`config.mk`:
```
export PLATFORM = sky130hd
export DESIGN_NAME = seg_scan_ctrl_flat
export DESIGN_NICKNAME = d
export VERILOG_FILES = /design/src/rtl/seg_scan_ctrl_if.sv /design/src/rtl/seg_scan_ctrl.sv /design/src/flat_wrapper.sv
export SDC_FILE = /design/constraint.sdc
export NUM_CORES = 1
export LEC_CHECK = 0
export ABC_CLOCK_PERIOD_IN_PS = 3100
export CORE_ASPECT_RATIO = 0.75
export CORE_MARGIN = 4
export CORE_UTILIZATION = 57
export DETAILED_ROUTE_END_ITERATION = 6
export PLACE_DENSITY = 0.78
export SYNTH_ARGS = -nofsm -noshare
export SYNTH_HDL_FRONTEND = slang
export SYNTH_SLANG_ARGS = --single-unit
```
`constraint.sdc`:
```
create_clock -name clk -period 3.1 [get_ports clk]
set_input_delay 0.62 -clock clk [delete_from_list [all_inputs] [get_ports clk]]
set_output_delay 0.62 -clock clk [all_outputs]
set_load 0.02 [all_outputs]
```
`src/rtl/seg_scan_ctrl_if.sv`:
```
// Digit write port of the 7-segment scan controller.
// The producer side drives writes through the master modport and the controller receives them on the slave modport.
interface seg_scan_ctrl_if;
  logic       wr_en;
  logic [2:0] wr_addr;
  logic [3:0] wr_data;
  logic       wr_dp;

  modport master (output wr_en, output wr_addr, output wr_data, output wr_dp);
  modport slave  (input  wr_en, input  wr_addr, input  wr_data, input  wr_dp);
endinterface

```
`src/rtl/seg_scan_ctrl.sv`:
```
// Time-multiplexed scan controller for a common-anode multi-digit 7-segment display.
// A blanking gap at the start of each digit slot suppresses ghosting; an, seg and frame_start are registered.
module seg_scan_ctrl #(
  parameter int DIGITS   = 8,
  parameter int SCAN_DIV = 50000,
  parameter int BLANK    = 16
) (
  input  logic                clk,
  input  logic                rst,
  seg_scan_ctrl_if.slave      wr,
  input  logic [DIGITS-1:0]   digit_en,
  output logic [7:0]          seg,
  output logic [DIGITS-1:0]   an,
  output logic                frame_start
);

  localparam int IW = (DIGITS > 1) ? $clog2(DIGITS) : 1;
  localparam int CW = $clog2(SCAN_DIV);

  localparam logic [CW-1:0] DIV_LAST   = CW'(SCAN_DIV - 1);
  localparam logic [CW-1:0] BLANK_LAST = CW'(BLANK - 1);
  localparam logic [IW-1:0] IDX_LAST   = IW'(DIGITS - 1);

  typedef enum logic {
    S_BLANK,
    S_SHOW
  } state_t;

  state_t            state, state_nxt;
  logic [CW-1:0]     div_cnt;
  logic [IW-1:0]     idx;
  logic [3:0]        val [DIGITS];
  logic              dp  [DIGITS];

  logic              wr_ok;
  logic [IW-1:0]     wr_idx;
  logic [DIGITS-1:0] an_nxt;
  logic [7:0]        seg_nxt;
  logic              frame_nxt;

  function automatic logic [6:0] decode(input logic [3:0] v);
    logic [6:0] s;
    case (v)
      4'h0: s = 7'b0000001;
      4'h1: s = 7'b1001111;
      4'h2: s = 7'b0010010;
      4'h3: s = 7'b0000110;
      4'h4: s = 7'b1001100;
      4'h5: s = 7'b0100100;
      4'h6: s = 7'b0100000;
      4'h7: s = 7'b0001111;
      4'h8: s = 7'b0000000;
      4'h9: s = 7'b0000100;
      4'hA: s = 7'b0001000;
      4'hB: s = 7'b1100000;
      4'hC: s = 7'b0110001;
      4'hD: s = 7'b1000010;
      4'hE: s = 7'b0110000;
      default: s = 7'b0111000;
    endcase
    return s;
  endfunction

  assign wr_ok  = ({29'd0, wr.wr_addr} < 32'(DIGITS));
  assign wr_idx = wr.wr_addr[IW-1:0];

  // Digit storage; reset wins over a same-cycle write
  always_ff @(posedge clk) begin
    if (rst) begin
      for (int unsigned i = 0; i < DIGITS; i++) begin
        val[i] <= '0;
        dp[i]  <= 1'b0;
      end
    end else if (wr.wr_en && wr_ok) begin
      val[wr_idx] <= wr.wr_data;
      dp[wr_idx]  <= wr.wr_dp;
    end
  end

  always_ff @(posedge clk) begin
    if (rst) begin
      div_cnt <= '0;
      idx     <= '0;
    end else if (div_cnt == DIV_LAST) begin
      div_cnt <= '0;
      idx     <= (idx == IDX_LAST) ? '0 : idx + 1'b1;
    end else begin
      div_cnt <= div_cnt + 1'b1;
    end
  end

  always_ff @(posedge clk) begin
    if (rst) state <= S_BLANK;
    else     state <= state_nxt;
  end

  // state always equals (div_cnt >= BLANK) for the current div_cnt
  always_comb begin
    state_nxt = state;
    an_nxt    = '1;
    seg_nxt   = 8'hFF;
    frame_nxt = (div_cnt == '0) && (idx == '0);
    case (state)
      S_BLANK: begin
        if (div_cnt == BLANK_LAST) state_nxt = S_SHOW;
      end
      S_SHOW: begin
        if (div_cnt == DIV_LAST) state_nxt = S_BLANK;
        if (digit_en[idx]) begin
          an_nxt[idx] = 1'b0;
          seg_nxt     = {decode(val[idx]), ~dp[idx]};
        end
      end
      default: state_nxt = S_BLANK;
    endcase
  end

  always_ff @(posedge clk) begin
    if (rst) begin
      an          <= '1;
      seg         <= 8'hFF;
      frame_start <= 1'b0;
    end else begin
      an          <= an_nxt;
      seg         <= seg_nxt;
      frame_start <= frame_nxt;
    end
  end

endmodule

```
`src/flat_wrapper.sv`:
```
// flat-port wrapper written by rule: the top's interface ports become plain ports
module seg_scan_ctrl_flat 
#(
  parameter int DIGITS   = 8,
  parameter int SCAN_DIV = 50000,
  parameter int BLANK    = 16
)
  (clk, rst, digit_en, seg, an, frame_start, wr_wr_en, wr_wr_addr, wr_wr_data, wr_wr_dp);
  seg_scan_ctrl_if wr_i ();
  input  logic clk;
  input  logic rst;
  input  logic [DIGITS-1:0] digit_en;
  output logic [7:0] seg;
  output logic [DIGITS-1:0] an;
  output logic frame_start;
  input wire logic [$bits(wr_i.wr_en)-1:0] wr_wr_en;
  input wire logic [$bits(wr_i.wr_addr)-1:0] wr_wr_addr;
  input wire logic [$bits(wr_i.wr_data)-1:0] wr_wr_data;
  input wire logic [$bits(wr_i.wr_dp)-1:0] wr_wr_dp;
  assign wr_i.wr_en = wr_wr_en;
  assign wr_i.wr_addr = wr_wr_addr;
  assign wr_i.wr_data = wr_wr_data;
  assign wr_i.wr_dp = wr_wr_dp;
  seg_scan_ctrl #(.DIGITS(DIGITS), .SCAN_DIV(SCAN_DIV), .BLANK(BLANK)) u_core (.clk(clk), .rst(rst), .wr(wr_i), .digit_en(digit_en), .seg(seg), .an(an), .frame_start(frame_start));
endmodule
```
; Yosys cells after proc, flatten, opt, wreduce, memory -nomap -nowiden
; Memory sizes are Yosys's and may differ from the RTL's. A register that Yosys moved wholly into a read port is not among the register bits.
; Cells that the tools add are included.
[op_classes]
n_addsub = 2
magnitude_cmp = 2
eq_ne = 3
n_mux = 23
bitwise_logic = 4
n_reduce_logical = 8
[ops]
columns = operator, n
row1 = 3-bit 2-to-1 mux, 7
row2 = 16-bit by 1-bit adder with 16-bit output (second input constant), 1
row3 = 16-bit == test (second input constant), 1
row4 = 16-bit by 4-bit == test with 1-bit output (second input constant), 1
row5 = 16-bit logical NOT, 1
row6 = 1-bit 2-to-1 mux, 12
row7 = 8-bit inverter, 1
row8 = 3-bit by 4-bit < comparator with 1-bit output (second input constant), 1
row9 = 4-bit 2-to-1 mux, 1
row10 = 4-bit OR reduction, 1
row11 = 3-bit by 1-bit adder with 3-bit output (second input constant), 1
row12 = 1-bit binary-select mux with 3-bit select, 1
row13 = 1-bit demux with 3-bit select, 1
row14 = 3-bit == test (second input constant), 1
row15 = 3-bit by 1-bit >= comparator with 1-bit output (second input constant), 1
row16 = 3-bit logical NOT, 1
row17 = 1-bit inverter, 3
row18 = 3-bit OR reduction, 1
row19 = 1-bit logical AND, 2
row20 = 1-bit case mux with 2 select lines, 1
row21 = 2-bit OR reduction, 1
row22 = 1-bit OR reduction, 1
[totals]
register_bits = 37
mem_bits_rw = 40
romBits = 112
in_bits = 19
wordCells = 51
memories = 3
[mem_list]
columns = memory, depth, word_bits, read_ports, rd_clocked_by_memory_dff, write_ports, line_no
row1 = (name not given), 16, 7, 1, 1, 0, seg_scan_ctrl.sv:43  ; case (v)
row2 = u_core.val, 8, 4, 1, 1, 8, seg_scan_ctrl.sv:32  ; logic [3:0] val [DIGITS];
row3 = u_core.dp, 8, 1, 1, 1, 8, seg_scan_ctrl.sv:33  ; logic dp [DIGITS];

; Longest topological paths before layout
[logic_depth]
depth_word = 5
mapped_depth = 9

; Worst setup path before layout
; No wires, ideal clock.
[synth_timing]
path_kind = register to register
start = reg with a tool-made name
end = reg u_core.seg[6]
setup_time_ns = 0.134
arrival_ns = 1.991
slack_ns = 0.975
stages_incl_launch_ff = 8
n_path_buf = 1
period_less_slack_ns = 2.125
path_cell_list = dfxtp_1 buf_4 mux4_2 mux2_2 inv_1 ha_1 a21oi_1 o221ai_1
[synth_rtl]
columns = element, line_no
row1 = to (decl), seg_scan_ctrl.sv:12  ; output logic [7:0] seg,

==> summary.txt <==
Hold path
  – Hold-critical path endpoint: u_core.div_cnt[0]$_SDFF_PP0_
  – Hold depth: 1
  – Hold Path Origin: u_core.div_cnt[0]$_SDFF_PP0_
  – Hold Crit Class: reg -> reg

STA
  – Clock skew: 0.00511 ns
  – Period utilisation layout: 0.791
  – TNS Setup: 0 ns
  – Fmax: 0.408 GHz
  – Fin. max-slew vios: 0
  – Least-Margin Pin Slew: 0.592 ns
  – Fin crit period: 2.45 ns
  – Hold violation total from the final report: 0
  – Setup violations, final: 0
  – Relative slew slack: 0.606
  – RSZ-0062 raised after global routing: false

Route
  – Vias/cell: 5.59
  – WL/cell: 16.4 um
  – Top sig layer: met4
  – DR pass1 iterations: 4
  – WL met2: 3160 um
  – # DRC: 0
  – Detail Route met3 WL: 598 um
  – Metal-1 WL: 3340 um
  – Final ANT Viol Nets: 0
  – Vias: 2,438
  – Routed WL: 7150 um
  – Starting DRT DRC Count: 183

Synthesis
  – EDFF count, synth: 40
  – Top_reg_cell synth: edfxtp_1
  – Synth Net Count: 345
  – YS warnings: 0
  – Seq/Total Area, Yosys: 0.549
  – Synth cell types: 42
  – Syn_area_per_cell: 11.6 sq um
  – Mapped Cells: 315
  – Flops & latches, synth: 80
  – Ys async rst share: 0
  – Netlist Area Pre-Place: 3650 sq um

Layout
  – Layout cells sized above 1: 0.126
  – Final core utilization: 0.708
  – Fill count: 453
  – Number of diodes: 0
  – Area growth syn-to-layout: 16.4%
  – Layout net count: 383

Clock network
  – Clock transition at path regs: 0.08 ns
  – Post_cts resized: 0
  – Hold buffer count at cts: 0
  – Root Buffer: clkbuf_8
  – CTS tree: yes
  – CTS Buffer Depth: 2
  – H-tree Lvls: 3
  – Setup Buffers After CTS: 0
  – Clock latency on the worst-skew pair: 0.34 ns
  – Num CTS Buffers: 9
  – Clk sinks: 80

Critical path
  – Critical Path Fanout Max: 10
  – Worst endpoint data arrival time: 2.66 ns
  – Crit end category: register
  – Critical Path Max Stage Delay: 0.70 ns
  – FF-to-FF setup slack: 0.65 ns
  – Nature of the critical path startpoint: register
  – CP Class: reg -> reg
  – Critical path cell sequence: mux4_2 > mux2_2 > inv_1 > ha_1 > a21oi_1 > o221ai_1
  – CP max stage cell: dfxtp_1
  – R2R cell count: 6
  – Capturing point of the worst reg2reg path: u_core.seg[6]$_SDFF_PP1_
  – Worst path required time: 3.31 ns

Placed design
  – DP HPWL: 5260 um
  – Final RePlAce weighted congestion: 0.826
  – Count of input and output buffers: 35

Power and ir drop
  – Total power: 2000 uW
  – P_leak: 0.00157 uW
  – Worst vdd ir: 0.229 mV
  – Power density over the cells: 471 nW/um^2

Die
  – Boundary Pins: 36
  – Core Footprint: 6010 sq um
  – Die X: 100 um
  – Full die area: 7760 sq um
  – Initial core utilization: 0.608
  – Row count: 24
  – DIE HEIGHT: 77.3 um

Global route
  – Largest net degree at the start of global routing: 17
  – Initial antenna violation count: 0
  – Tot GR Track Use: 0.198
  – First-pass GRT wire length: 11,800 um
  – GRT overflow: 0
  – Vias in the first global route: 2,356

Status
  – Status: complete, no violations

Job
  – Max-Cap Viols: 0
## critical path: cells and delay by family, from the launching register on
family,cells,cell delay [ns]
AOI/OAI and AO/OA,2,0.28
adders and majority gates,1,0.26
buffers and inverters,1,0.15
DFF,1,0.70
muxes,2,0.93
## layout make-up
class	count	area, sq um	area share
multi-input cells	214	1550	0.365
inverters	9	33.8	0.00795
flip-flops and latches	80	2000	0.471
clock inverters	4	25.0	0.00589
repair buffers	39	380	0.0895
well taps	78	97.6	0.0230
clock buffers	12	158	0.0371
## per-layer routing
layer | vias up | GRT usage
li1 | 1193 | -
met1 | 1150 | 0.295
met2 | 89 | 0.282
met3 | 6 | 0.0589
met4 | 0 | 0.0552
met5 | - | 0
## synth_stat cells (all sizes together) (8+ instances only)
master / n / share of area
and2: 41 / 0.070
dfxtp: 40 / 0.22
edfxtp: 40 / 0.33
nor2: 32 / 0.033
nand2: 15 / 0.015
ha: 11 / 0.038
nand3: 10 / 0.014
buf: 9 / 0.014
inv: 9 / 0.0093
mux2i: 9 / 0.025
mux4: 8 / 0.049
or2: 8 / 0.014
## state kept, by name (all words and copies together) (netlist names), named ones only
register	cells
u_core.val	32
u_core.div_cnt	16
u_core.an	8
u_core.seg	8
u_core.dp	8
u_core.state	1
u_core.idx	3
u_core.frame_start	1
## worst max-delay path by stage
stage	start	to	slack, ns
after floorplan	register	u_core.seg[6]$_SDFF_PP1_	0.97
after global placement	rst	u_core.val[0][0]$_SDFFCE_PN0P_	0.59
after detailed placement	rst	u_core.val[0][1]$_SDFFCE_PN0P_	0.50
after CTS	register	u_core.seg[6]$_SDFF_PP1_	0.61
after global routing	register	u_core.seg[6]$_SDFF_PP1_	0.45
final	register	u_core.seg[6]$_SDFF_PP1_	0.65
## where the power goes
| part | internal (uW) | switching, uW | leakage, uW | total [uW] |
|---|---|---|---|---|
| Sequential | 1150 | 16.8 | 0.000707 | 1160 |
| Clock | 343 | 362 | 0.0000953 | 705 |
| Combinational | 62.6 | 70.5 | 0.000768 | 133 |
## metrics by stage
| stage | std cells | instance area (sq um) | setup WS [ns] | hold slack [ns] |
|---|---|---|---|---|
| after floorplan | 315 | 3650 | 0.975 | 0.430 |
| after global placement | 420 | 4070 | 0.588 | 0.446 |
| after detailed placement | 420 | 4070 | 0.496 | 0.458 |
| after CTS | 436 | 4250 | 0.608 | 0.477 |
| after global routing | 436 | 4250 | 0.451 | 0.513 |
| final | 436 | 4250 | 0.648 | 0.479 |
## kinds of logic after synthesis
logic type / share of synthesized area
compound gates: 0.0477
xor+xnor: 0.0336
fa+ha+maj: 0.0377
buf+inv: 0.0261
flops: 0.549
mux: 0.0926
simple gates: 0.214
## cell usage in the layout, fill, tap and decap left out, types with 4 or more instances in the layout
master / instances
clkdlybuf4s50_1: 35
mux2i_1: 9
ha_1: 11
nor2b_1: 4
nand2_1: 15
clkbuf_8: 9
mux4_2: 8
nand2b_1: 4
or2_2: 8
xnor2_1: 7
o221ai_1: 5
nand3b_1: 4
buf_4: 4
mux2_2: 6
dfxtp_1: 40
and2_1: 41
edfxtp_1: 40
nand3_1: 10
inv_1: 9
and3_1: 4
xor2_1: 7
nor2_1: 32
nor3_1: 7
(Power assumes the default switching activity.)
